===== src/rtl/alu_issue_ctrl_pkg.sv =====
// -----------------------------------------------------------------------------
// alu_issue_ctrl_pkg
// Shared definitions for the ALU issue stage: instruction field positions,
// opcode constants, register-file geometry and the issue FSM state encoding.
// -----------------------------------------------------------------------------
package alu_issue_ctrl_pkg;

   localparam int INSTR_W = 8;
   localparam int REG_W   = 4;
   localparam int RADDR_W = 2;
   localparam int NREG    = 4;
   localparam int OP_W    = 3;

   // Instruction byte layout: [7:5] opcode, [4:3] rd, [2:1] rs, [0] reserved
   localparam int OPC_MSB = 7;
   localparam int OPC_LSB = 5;
   localparam int RD_MSB  = 4;
   localparam int RD_LSB  = 3;
   localparam int RS_MSB  = 2;
   localparam int RS_LSB  = 1;

   // Second LDI byte: immediate sits in the low nibble, upper nibble unused
   localparam int IMM_MSB = 3;
   localparam int IMM_LSB = 0;

   // Opcodes 3'b000..3'b110 are passed straight to the ALU
   localparam logic [OP_W-1:0] OP_LDI = 3'b111;

   typedef enum logic [1:0] {
      ST_IDLE = 2'd0,
      ST_EXEC = 2'd1,
      ST_WB   = 2'd2,
      ST_IMM  = 2'd3
   } state_e;

   function automatic logic [OP_W-1:0] f_opc(input logic [INSTR_W-1:0] instr);
      return instr[OPC_MSB:OPC_LSB];
   endfunction

   function automatic logic [RADDR_W-1:0] f_rd(input logic [INSTR_W-1:0] instr);
      return instr[RD_MSB:RD_LSB];
   endfunction

   function automatic logic [RADDR_W-1:0] f_rs(input logic [INSTR_W-1:0] instr);
      return instr[RS_MSB:RS_LSB];
   endfunction

endpackage


===== src/rtl/alu_issue_ctrl_regfile.sv =====
// -----------------------------------------------------------------------------
// alu_regfile
// 4 x 4-bit register file: two asynchronous read ports, one synchronous write
// port, asynchronous clear on rst_n.
//
// Ports:
//   clk        in   clock
//   rst_n      in   asynchronous active-low clear of all entries
//   we_i       in   write enable (sampled on rising clk)
//   waddr_i    in   write address
//   wdata_i    in   write data
//   raddr_a_i  in   read port A address
//   raddr_b_i  in   read port B address
//   rdata_a_o  out  read port A data
//   rdata_b_o  out  read port B data
// -----------------------------------------------------------------------------
module alu_regfile
   import alu_issue_ctrl_pkg::*;
(
   input  logic               clk,
   input  logic               rst_n,
   input  logic               we_i,
   input  logic [RADDR_W-1:0] waddr_i,
   input  logic [REG_W-1:0]   wdata_i,
   input  logic [RADDR_W-1:0] raddr_a_i,
   input  logic [RADDR_W-1:0] raddr_b_i,
   output logic [REG_W-1:0]   rdata_a_o,
   output logic [REG_W-1:0]   rdata_b_o
);

   logic [REG_W-1:0] regs_q [NREG];

   always_ff @(posedge clk or negedge rst_n) begin
      if (!rst_n) begin
         for (int i = 0; i < NREG; i++) begin
            regs_q[i] <= '0;
         end
      end else if (we_i) begin
         regs_q[waddr_i] <= wdata_i;
      end
   end

   assign rdata_a_o = regs_q[raddr_a_i];
   assign rdata_b_o = regs_q[raddr_b_i];

endmodule


===== src/rtl/alu_issue_ctrl.sv =====
// -----------------------------------------------------------------------------
// alu_issue_ctrl
// Issue stage for the 4-bit ALU. Accepts instruction bytes over valid/ready,
// reads operands from the register file, drives the ALU for ALU_LAT cycles,
// then writes the ALU result back. LDI (opcode 3'b111) takes a second byte
// whose low nibble is written directly to R[rd].
//
// Parameters:
//   ALU_LAT      cycles from operands/enable valid to alu_result valid (1..7)
//
// Ports:
//   clk          in   clock
//   rst_n        in   asynchronous active-low reset
//   ena          in   stage enable; low freezes all state
//   instr_valid  in   instruction byte offered
//   instr_data   in   instruction byte {opcode, rd, rs, reserved}
//   instr_ready  out  byte accepted this cycle when instr_valid is high
//   alu_opcode   out  opcode to ALU
//   alu_in_1     out  R[rd] operand
//   alu_in_2     out  R[rs] operand
//   alu_en       out  high while the ALU operation is in flight
//   alu_result   in   ALU output, valid ALU_LAT cycles after alu_en rises
//   wb_valid     out  one-cycle pulse on every register write
//   wb_addr      out  register written
//   wb_data      out  value written
// -----------------------------------------------------------------------------
module alu_issue_ctrl
   import alu_issue_ctrl_pkg::*;
#(
   parameter int ALU_LAT = 1
) (
   input  logic               clk,
   input  logic               rst_n,
   input  logic               ena,
   input  logic               instr_valid,
   input  logic [INSTR_W-1:0] instr_data,
   output logic               instr_ready,
   output logic [OP_W-1:0]    alu_opcode,
   output logic [REG_W-1:0]   alu_in_1,
   output logic [REG_W-1:0]   alu_in_2,
   output logic               alu_en,
   input  logic [REG_W-1:0]   alu_result,
   output logic               wb_valid,
   output logic [RADDR_W-1:0] wb_addr,
   output logic [REG_W-1:0]   wb_data
);

   localparam logic [2:0] CNT_LAST = 3'(ALU_LAT - 1);

   state_e             state_q, state_d;
   logic [2:0]         cnt_q, cnt_d;
   logic [RADDR_W-1:0] rd_q, rd_d;
   logic [OP_W-1:0]    alu_opcode_q, alu_opcode_d;
   logic [REG_W-1:0]   alu_in_1_q, alu_in_1_d;
   logic [REG_W-1:0]   alu_in_2_q, alu_in_2_d;
   logic               wb_valid_q, wb_valid_d;
   logic [RADDR_W-1:0] wb_addr_q, wb_addr_d;
   logic [REG_W-1:0]   wb_data_q, wb_data_d;

   logic               xfer;
   logic               rf_we;
   logic [REG_W-1:0]   rf_wdata;
   logic [REG_W-1:0]   rf_rdata_a;
   logic [REG_W-1:0]   rf_rdata_b;

   // rst_n gates ready so the source never sees a transfer opportunity during reset
   assign instr_ready = rst_n & ena & ((state_q == ST_IDLE) | (state_q == ST_IMM));
   assign xfer        = instr_valid & instr_ready;

   // Operands are read straight from the incoming byte's fields so they can be
   // registered on the same edge that accepts the instruction.
   alu_regfile u_regfile (
      .clk       (clk),
      .rst_n     (rst_n),
      .we_i      (rf_we),
      .waddr_i   (rd_q),
      .wdata_i   (rf_wdata),
      .raddr_a_i (f_rd(instr_data)),
      .raddr_b_i (f_rs(instr_data)),
      .rdata_a_o (rf_rdata_a),
      .rdata_b_o (rf_rdata_b)
   );

   always_comb begin
      state_d      = state_q;
      cnt_d        = cnt_q;
      rd_d         = rd_q;
      alu_opcode_d = alu_opcode_q;
      alu_in_1_d   = alu_in_1_q;
      alu_in_2_d   = alu_in_2_q;
      wb_valid_d   = 1'b0;
      wb_addr_d    = wb_addr_q;
      wb_data_d    = wb_data_q;
      rf_we        = 1'b0;
      rf_wdata     = alu_result;

      case (state_q)
         ST_IDLE: begin
            if (xfer) begin
               rd_d = f_rd(instr_data);
               if (f_opc(instr_data) == OP_LDI) begin
                  state_d = ST_IMM;
               end else begin
                  state_d      = ST_EXEC;
                  cnt_d        = '0;
                  alu_opcode_d = f_opc(instr_data);
                  alu_in_1_d   = rf_rdata_a;
                  alu_in_2_d   = rf_rdata_b;
               end
            end
         end
         ST_EXEC: begin
            if (cnt_q == CNT_LAST) begin
               state_d = ST_WB;
               cnt_d   = '0;
            end else begin
               cnt_d = cnt_q + 3'd1;
            end
         end
         ST_WB: begin
            // Register file is not clock-enabled, so the write must honour ena
            rf_we      = ena;
            rf_wdata   = alu_result;
            wb_valid_d = 1'b1;
            wb_addr_d  = rd_q;
            wb_data_d  = alu_result;
            state_d    = ST_IDLE;
         end
         ST_IMM: begin
            if (xfer) begin
               rf_we      = 1'b1;
               rf_wdata   = instr_data[IMM_MSB:IMM_LSB];
               wb_valid_d = 1'b1;
               wb_addr_d  = rd_q;
               wb_data_d  = instr_data[IMM_MSB:IMM_LSB];
               state_d    = ST_IDLE;
            end
         end
         default: state_d = ST_IDLE;
      endcase
   end

   always_ff @(posedge clk or negedge rst_n) begin
      if (!rst_n) begin
         state_q      <= ST_IDLE;
         cnt_q        <= '0;
         rd_q         <= '0;
         alu_opcode_q <= '0;
         alu_in_1_q   <= '0;
         alu_in_2_q   <= '0;
         wb_valid_q   <= 1'b0;
         wb_addr_q    <= '0;
         wb_data_q    <= '0;
      end else if (ena) begin
         state_q      <= state_d;
         cnt_q        <= cnt_d;
         rd_q         <= rd_d;
         alu_opcode_q <= alu_opcode_d;
         alu_in_1_q   <= alu_in_1_d;
         alu_in_2_q   <= alu_in_2_d;
         wb_valid_q   <= wb_valid_d;
         wb_addr_q    <= wb_addr_d;
         wb_data_q    <= wb_data_d;
      end
   end

   assign alu_opcode = alu_opcode_q;
   assign alu_in_1   = alu_in_1_q;
   assign alu_in_2   = alu_in_2_q;
   assign alu_en     = (state_q == ST_EXEC);
   // A pending pulse is masked while ena is low and shows once ena returns,
   // because wb_valid_q only clears on an enabled edge.
   assign wb_valid   = wb_valid_q & ena;
   assign wb_addr    = wb_addr_q;
   assign wb_data    = wb_data_q;

endmodule

===== config.mk =====
export PLATFORM = sky130hd
export DESIGN_NAME = alu_issue_ctrl
export DESIGN_NICKNAME = d
export VERILOG_FILES = /design/src/rtl/alu_issue_ctrl_pkg.sv /design/src/rtl/alu_issue_ctrl_regfile.sv /design/src/rtl/alu_issue_ctrl.sv
export SDC_FILE = /design/constraint.sdc
export NUM_CORES = 1
export LEC_CHECK = 0
export BUFFER_PORTS_ARGS = -buffer_cell sky130_fd_sc_hd__buf_4
export CORE_ASPECT_RATIO = 0.5
export CORE_MARGIN = 1.5
export CORE_UTILIZATION = 55
export CTS_BUF_LIST = sky130_fd_sc_hd__clkbuf_16
export CTS_CLUSTER_DIAMETER = 30
export CTS_CLUSTER_SIZE = 28
export DETAILED_ROUTE_END_ITERATION = 8
export GPL_ROUTABILITY_DRIVEN = 0
export PLACE_DENSITY = 0.75
export REMOVE_ABC_BUFFERS = 1
export SETUP_SLACK_MARGIN = 0.02
export SYNTH_ARGS = -nofsm -noshare
export SYNTH_HDL_FRONTEND = slang
export SYNTH_SLANG_ARGS = --single-unit

===== constraint.sdc =====
create_clock -name clk -period 3.85 [get_ports clk]
set_input_delay 0.1925 -clock clk [delete_from_list [all_inputs] [get_ports clk]]
set_output_delay 0.1925 -clock clk [all_outputs]
set_load 0.02 [all_outputs]

Word level (Yosys, flattened, before mapping)
Cells that the tools add are included.

operators by class
  add/sub/neg operators = 1
  magnitude comparators = 4
  equality and inequality tests = 8
  muxes and demuxes = 27
  bitwise gates (word level) = 9
  reduce and logical (&&, ||, !) cells = 10

operators by type and width
  kind                                                  count
  2-to-1 mux 4 bit                                      8
  binary-select mux 4 bit (select 2 bit)                2
  bitwise mux 16 bit                                    1
  AND reduction 4 bit                                   3
  2-to-1 mux 2 bit                                      5
  >= comparator 3 bit (second input constant)           3
  2-to-1 mux 3 bit                                      3
  inverter 2 -> 3 bit                                   3
  demux 4 bit (select 2 bit)                            1
  one-hot mux 2 bit (4 select lines)                    1
  one-hot mux 4 bit (2 select lines)                    1
  != test 2 bit (second input constant)                 3
  one-hot mux 3 bit (2 select lines)                    1
  AND reduction 3 bit                                   2
  bitwise AND 1 bit                                     4
  equality test 2 bit (second input constant)           2
  one-hot mux 1 bit (2 select lines)                    2
  one-hot mux 2 bit (2 select lines)                    1
  nonzero test 2 bit                                    2
  adder 3 x 1 -> 3 bit (second input constant)          1
  equality test 3 bit (second input constant)           1
  logical NOT 3 bit                                     1
  < comparator 3 x 1 -> 1 bit (second input constant)   1
  equality test 2 x 1 -> 1 bit (second input constant)  1
  other kinds (6)                                       6

word-level totals
  register bits after elaboration = 41
  input bits = 16
  output and inout bits = 20
  word-level logic and storage cells = 72

Longest topological paths before layout
Gate-level depths: netlist of run 1.

  depth in word-level cells = 7
  mapped depth = 8
  mapped depth without buffers = 6

Cells and area by module
From an unflattened synthesis of run 1, not the netlist that was laid out.

unflattened totals
  cell total of the unflattened synthesis = 160
  area total of the unflattened synthesis = 2167.1 µm²

by module, submodules not included
  module          instances  cells each  area an instance (µm²)  seq. area each (µm²)
  alu_issue_ctrl  1          116         1360.1                  625.6
  alu_regfile     1          44          807.0                   400.4

Worst setup path before layout of run 1
Ideal clock, no wire load.

  kind = reg-to-reg
  start point = register state_q[0]
  end point = register cnt_q[0]
  setup time = 0.125 ns
  arrival time = 1.568 ns
  data required time = 3.725 ns
  path slack = 2.157 ns
  cell stages (with the launch flop) = 7
  path buffers = 0
  period minus slack after synthesis = 1.693 ns
  path through = dfrtp_1 > inv_1 > ha_1 > and3b_1 > a31o_2 > nand2_1 > mux2_2

on the way
  word-level cells in the longest chain between the ends = 6
  elaborated cells on any way between the ends = 11
  those cells by class = eq/ne: 4; mux: 1; bitwise: 3; reduce/logical: 3

RTL lines
  element                                                   line                                        source
  from (decl)                                               alu_issue_ctrl.sv:50                        state_e state_q, state_d;
  from (signal assigned)                                    alu_issue_ctrl.sv:155                       state_q <= state_d;
  equality test 2 bit or logical NOT 2 bit (tied branches)  alu_issue_ctrl.sv:67, alu_issue_ctrl.sv:97
  OR 1 bit                                                  alu_issue_ctrl.sv:67                        assign instr_ready = rst_n & ena & ((state_q == ST_IDLE) | (state_q == ST_IMM));
  bitwise AND 1 bit                                         alu_issue_ctrl.sv:67
  bitwise AND 1 bit                                         alu_issue_ctrl.sv:68                        assign xfer = instr_valid & instr_ready;
  != test 2 bit (no source line)                            -
  AND reduction 4 bit (no source line)                      -
  to (signal assigned)                                      alu_issue_ctrl.sv:156                       cnt_q <= cnt_d;
  to (decl)                                                 alu_issue_ctrl.sv:51                        logic [2:0] cnt_q, cnt_d;

Parallel ways exist; a longest one is shown, timed or not.
A chain may end at the register's enable or synchronous reset.

Worst setup path in the final report of run 1
  start point = input rst_n
  end point = register u_regfile.regs_q[8] in the netlist's numbering

on the way
  word-level cells in the longest chain between the ends = 6
  elaborated cells on any way between the ends = 8
  those cells by class = mux: 5; bitwise: 3

RTL lines
  element                              line                          source
  from (decl)                          alu_issue_ctrl.sv:33          input logic rst_n,
  bitwise AND 1 bit (*) (2 in series)  alu_issue_ctrl.sv:67
  bitwise AND 1 bit (*)                alu_issue_ctrl.sv:68
  2-to-1 mux 4 bit                     alu_issue_ctrl.sv:130         if (xfer) begin
  2-to-1 mux 4 bit                     alu_issue_ctrl.sv:97          case (state_q)
  bitwise mux 16 bit                   alu_issue_ctrl_regfile.sv:39  regs_q[waddr_i] <= wdata_i;
  to (signal, indexed assignment)      alu_issue_ctrl_regfile.sv:39
  to (decl)                            alu_issue_ctrl_regfile.sv:31  logic [REG_W-1:0] regs_q [NREG];

Every way passes the cells marked *; elsewhere a longest branch is shown, timed or not.

==> results of run 1 <==
[worst max-delay path: cells and delay by family]
kind / cells / cell delay, ps
compound gates: 2 / 410
buf+inv: 2 / 1010
simple gates: 2 / 760
[worst min path at each step]
stage          slack, ps                              end     startpoint
5_1_grt              170        alu_opcode[1]$_DFFE_PN0P_  instr_data[6]
3_3_place_gp         210  u_regfile.regs_q[8]$_DFFE_PN0P_          rst_n
3_5_place_dp         220          alu_in_2[0]$_DFFE_PN0P_          rst_n
4_1_cts              170        alu_opcode[1]$_DFFE_PN0P_  instr_data[6]
6_report             170        alu_opcode[1]$_DFFE_PN0P_  instr_data[6]
2_1_floorplan       -100          alu_in_1[0]$_DFFE_PN0P_          rst_n
[state kept, by name (all words and copies together) (netlist names), 2 cells and up]
register and flops:
alu_in_1 4, alu_in_2 4, alu_opcode 3, cnt_q 3
rd_q 2, state_q 2, u_regfile.regs_q 16, wb_addr 2
wb_data 4
[repair_timing]
item	in CTS	in global routing
hold endpoints to repair	41	0
endpoints found under the setup margin	0	0
hold buffers	1	0
[kinds of logic after synthesis]
group,synth area share
compound gates,0.119
fa+ha+maj,0.0353
simple gates,0.103
flops,0.482
mux,0.221
buf+inv,0.0400
[cells in the mapped netlist]
cell type	instances	share of area
nand2_8	1	0.0094
and4b_1	1	0.0047
buf_4	2	0.0071
nand3_1	2	0.0047
nand3b_1	1	0.0035
buf_6	3	0.016
a31o_2	1	0.0041
dfrtp_1	41	0.48
and3_1	1	0.0029
nor2_1	7	0.012
nor2b_1	2	0.0059
mux2i_4	4	0.042
a22o_1	2	0.0082
o21ai_0	6	0.014
a21oi_1	2	0.0047
buf_2	2	0.0047
mux4_1	1	0.012
mux4_2	7	0.074
o21ai_2	1	0.0041
o22a_1	2	0.0082
o2111ai_2	4	0.028
inv_1	7	0.012
mux2_2	13	0.069
and3b_1	2	0.0082
nand4_2	1	0.0059
o21ai_1	17	0.040
nand2_1	24	0.042
mux2i_1	5	0.024
o211ai_1	2	0.0071
ha_1	6	0.035
and2_1	1	0.0029
[stage by stage]
step                instances   util  area (µm²)  total power [mW]  hold slack [ps]
floorplan                 164      -        2070              1.16             -103
global placement          250  0.672        2400              1.40              206
detailed placement        250  0.672        2400              1.43              216
CTS                       259  0.720        2570              1.90              167
global route              259  0.720        2570              2.00              169
finish                    259  0.720        2570              1.88              171
[layer usage]
layer	global-route usage	share of wire
met5	0	0
met4	0.0844	0.011
met3	0.0566	0.030
met2	0.376	0.48
met1	0.302	0.48
[area by class of cell]
type,instances,area (µm²)
repair buffers,36,273
well taps,51,63.8
flip-flops and latches,41,1030
fillers,264,997
inverters,7,26.3
multi-input cells,116,1020
clock inverters,3,37.5
clock buffers,5,125
[where the power goes]
group	total, mW	internal [mW]	switching (mW)
Clock	0.459	0.301	0.158
Combinational	0.699	0.340	0.359
Sequential	0.726	0.605	0.121
Total	1.88	1.25	0.638
==> flow_metrics.env, run 1 <==
export IMPL_status="complete, no violations"
export IMPL_reg2reg_depth=6
export IMPL_cpMaxStageDelayCell="and4b_1"
export IMPL_power_density_nw_per_um2=733
export IMPL_crit_arrival_ps=2390
export IMPL_dieArea_um2=4270
export IMPL_syn2layout_area_growth_pct=20.7
export IMPL_cts_buffer_depth=2
export IMPL_drv_slew=0
export IMPL_cts_buffers=5
export IMPL_grt_usage=0.227
export IMPL_timing_setup_tns_ps=0
export IMPL_path_clk_slew_ps=60
export IMPL_first_global_vias=1431
export IMPL_avgSynthCellArea_um2=12.4
export IMPL_tightestPinTransition_ps=531
export IMPL_vias=1452
export IMPL_tritoncts="done"
export IMPL_core_um2=3570
export IMPL_timing_rr_end="u_regfile.regs_q[8]$_DFFE_PN0P_"
export IMPL_grt_overflow=0
export IMPL_hold_depth=2
export IMPL_ir_worst_vdd_mv=0.338
export IMPL_die_x_um=91.0
export IMPL_via_per_inst=5.61
export IMPL_clockRootBuffer="clkbuf_16"
export IMPL_syn_cell_area_um2=2130
export IMPL_crit_fanout=44
export IMPL_maxSlewHeadroom=0.646
export IMPL_crit_path_start="rst_n"
export IMPL_crit_reg2reg_launch="state_q[0]$_DFFE_PN0P_"
export IMPL_n_antenna_cell=0
export IMPL_placement_io_buffers=35
export IMPL_ys_warn_count=0
export IMPL_finalCritPeriodShare=0.583
export IMPL_drt_wl_total_mm=4.32
export IMPL_critPathMaxStageDelay_ps=590
export IMPL_dieHeight_um=47.0
export IMPL_yosysUniqueCellTypes=31
export IMPL_rows=15
export IMPL_start_util=0.597
export IMPL_post_place_ws_ps=1800
export IMPL_finalWorstSetupSlack_ps=1610
export IMPL_end_kind="register"
export IMPL_p_leak_nw=1.20
export IMPL_remaining_drc_errors=0
export IMPL_antenna_found_initial=0
export IMPL_synthCells=171
export IMPL_io_pins=36
export IMPL_clkLatencyLatePin_ps=280
export IMPL_cts_sinks=41
export IMPL_grt_setup_unrepaired="no"
export IMPL_hp_class="in -> reg"
export IMPL_ant_nets=0
export IMPL_final_common_cell="dfrtp_1"
export IMPL_drtPass1Iterations=4
export IMPL_nets=229
export IMPL_ys_ff_latch=41
export IMPL_mostFrequentLayoutCells="dfrtp_1 (41), buf_4 (35), nand2_1 (24), o21ai_1 (17), mux2_2 (13)"
export IMPL_crit_path_end="u_regfile.regs_q[8]$_DFFE_PN0P_"
export IMPL_h_tree_depth=2
export IMPL_min_period_ps=2240
export IMPL_setup_viol=0
export IMPL_ys_seq_area_frac=0.482
export IMPL_grt_max_degree=45
export IMPL_skew_ps=3.02
export IMPL_crit_type="in -> reg"
export IMPL_required_ps=4000
export IMPL_grt_pass1_wl_mm=7.12
export IMPL_drtIter0Drc=60
export IMPL_drive_gt1_frac=0.351
export IMPL_start_kind="primary input"
export IMPL_hold_viol=0
export IMPL_post_cts_resized=0
export IMPL_cts_setup_buffers=0
export IMPL_routedWlPerCell_um=16.7
export IMPL_fmax_mhz=445
export IMPL_regToRegSetupSlack_ps=1780
export IMPL_hpwl_mm=3.22
export IMPL_maxCapViolCount=0
export IMPL_worstPathCellList="dlygate4sd3_1, buf_4, and4b_1, o2111ai_2, nand2_1, o21ai_1"
No activity file was read; power rests on OpenSTA's default activity.
==> run 2, diff against run 1 <==
--- a/config.mk
+++ b/config.mk
@@ -8,13 +8,13 @@
 export BUFFER_PORTS_ARGS = -buffer_cell sky130_fd_sc_hd__buf_4
 export CORE_ASPECT_RATIO = 0.5
 export CORE_MARGIN = 1.5
-export CORE_UTILIZATION = 55
+export CORE_UTILIZATION = 50
 export CTS_BUF_LIST = sky130_fd_sc_hd__clkbuf_16
 export CTS_CLUSTER_DIAMETER = 30
 export CTS_CLUSTER_SIZE = 28
 export DETAILED_ROUTE_END_ITERATION = 8
 export GPL_ROUTABILITY_DRIVEN = 0
-export PLACE_DENSITY = 0.75
+export PLACE_DENSITY = 0.72
 export REMOVE_ABC_BUFFERS = 1
 export SETUP_SLACK_MARGIN = 0.02
 export SYNTH_ARGS = -nofsm -noshare
==> constraint.sdc (replaced) <==
create_clock -name clk -period 1.9 [get_ports clk]
set_input_delay 0.095 -clock clk [delete_from_list [all_inputs] [get_ports clk]]
set_output_delay 0.095 -clock clk [all_outputs]
set_load 0.02 [all_outputs]
==> flow_metrics.env, run 2 (synthesis gave the netlist of run 1 again) <==
export IMPL_status="complete, no violations"
export IMPL_h_tree_depth=2
export IMPL_dieHeight_um=49.1
export IMPL_routedWlPerCell_um=17.0
export IMPL_n_antenna_cell=0
export IMPL_worstPathCellList="inv_1, ha_1, and3b_2, a31o_2, nand2_1, mux2_2"
export IMPL_tritoncts="done"
export IMPL_syn2layout_area_growth_pct=25.3
export IMPL_io_pins=36
export IMPL_critPathMaxStageDelay_ps=360
export IMPL_hold_viol=0
export IMPL_crit_buf_inv=1
export IMPL_via_per_inst=5.48
export IMPL_p_switching_mw=1.37
export IMPL_vias=1468
export IMPL_drive_gt1_frac=0.379
export IMPL_dieArea_um2=4680
export IMPL_clockRootBuffer="clkbuf_16"
export IMPL_crit_fanout=4
export IMPL_skew_ps=3.44
export IMPL_fmax_mhz=552
export IMPL_start_kind="register"
export IMPL_clkLatencyLatePin_ps=280
export IMPL_grt_pass1_wl_mm=7.60
export IMPL_required_ps=2060
export IMPL_path_clk_slew_ps=60
export IMPL_drt_wl_total_mm=4.56
export IMPL_crit_type="reg -> reg"
export IMPL_grt_overflow=0
export IMPL_timing_setup_tns_ps=0
export IMPL_p_comb_frac=0.402
export IMPL_cts_buffers=5
export IMPL_placement_io_buffers=35
export IMPL_cpMaxStageDelayCell="dfrtp_1"
export IMPL_ir_worst_vdd_mv=0.696
export IMPL_power_density_nw_per_um2=1430
export IMPL_cp_top_family="flip-flops"
export IMPL_largest_register_ffs=16
export IMPL_utilization=0.669
export IMPL_grt_max_degree=36
export IMPL_min_period_ps=1810
export IMPL_p_seq_frac=0.390
export IMPL_rows=16
export IMPL_finalCritPeriodShare=0.953
export IMPL_maxCapViolCount=0
export IMPL_drv_slew=0
export IMPL_nets=236
export IMPL_grt_setup_unrepaired="no"
export IMPL_switching_share=0.359
export IMPL_p_clk_frac=0.208
export IMPL_hp_class="in -> reg"
export IMPL_setup_viol=0
export IMPL_start_util=0.534
export IMPL_first_global_vias=1552
export IMPL_regMostFlops="u_regfile.regs_q"
export IMPL_mostFrequentLayoutCells="dfrtp_1 (41), buf_4 (41), nand2_1 (24), o21ai_1 (17), mux2_2 (13)"
export IMPL_p_int_mw=2.44
export IMPL_antenna_found_initial=0
export IMPL_remaining_drc_errors=0
export IMPL_p_leak_nw=1.22
export IMPL_drtPass1Iterations=4
export IMPL_hpwl_mm=3.31
export IMPL_maxSlewHeadroom=0.680
export IMPL_ant_nets=0
export IMPL_die_x_um=95.3
export IMPL_tightestPinTransition_ps=480
export IMPL_cts_sinks=41
export IMPL_end_kind="register"
export IMPL_drtIter0Drc=40
export IMPL_core_um2=3980
export IMPL_cts_buffer_depth=2
export IMPL_grt_usage=0.219
export IMPL_crit_arrival_ps=1970
==> run 2: final timing paths <==
| kind | start | endpoint | slack, ps | cells after the start |
|---|---|---|---|---|
| max | state_q[0]$_DFFE_PN0P_ | cnt_q[0]$_DFFE_PN0P_ | 90 | 6 |
| min | instr_data[6] | alu_opcode[1]$_DFFE_PN0P_ | 70 | 2 |
| max reg2reg | state_q[0]$_DFFE_PN0P_ | cnt_q[0]$_DFFE_PN0P_ | 90 | 6 |
| min reg2reg | wb_addr[0]$_DFFE_PN0P_ | wb_addr[0]$_DFFE_PN0P_ | 480 | 2 |
| max in group asynchronous | rst_n | u_regfile.regs_q[5]$_DFFE_PN0P_ | 1040 | 3 |
| min in group asynchronous | rst_n | cnt_q[1]$_DFFE_PN0P_ | 210 | 2 |
==> run 2: final cells by class <==
cell class	instances	area (µm²)
clock buffers	5	125
clock inverters	2	11.3
fillers	298	1320
inverters	7	26.3
multi-input cells	116	1070
flip-flops and latches	41	1030
well taps	54	67.6
repair buffers	43	338
==> run 2: power groups by stage <==
| stage | sequential [mW] | combinational [mW] | clock [mW] |
|---|---|---|---|
| global placement | 1.45 | 1.40 | 0 |
| CTS | 1.47 | 1.46 | 0.803 |
| finish | 1.48 | 1.53 | 0.790 |
| detailed placement | 1.48 | 1.45 | 0 |
| global route | 1.52 | 1.68 | 0.844 |
| floorplan | 1.62 | 0.737 | 0 |
==> run 2: metal layers <==
metal | part of all wire | wire length [µm] | track usage
met5 | 0 | 0 | 0
met4 | 0.0088 | 40 | 0.0547
met3 | 0.030 | 139 | 0.0545
met2 | 0.51 | 2310 | 0.352
met1 | 0.45 | 2070 | 0.299
==> run 2: metrics by stage <==
stage / hold slack [ps] / instance area, µm² / total power, mW / worst slack (ps) / std cells
after floorplan: -201 / 2070 / 2.36 / 115 / 164
after global placement: -67.6 / 2450 / 2.85 / 93.3 / 258
after detailed placement: -64.8 / 2450 / 2.93 / -5.37 / 258
after CTS: 69.9 / 2610 / 3.74 / 30.8 / 266
after global routing: 72.5 / 2670 / 4.04 / 7.68 / 268
final: 69.2 / 2670 / 3.80 / 89.6 / 268
==> run 2: repair_timing <==
item	CTS	global route
gates resized for setup	1	5
hold buffers	1	0
buffers inserted	0	2
endpoints found under the hold margin	6	0
endpoints found under the setup margin	9	35
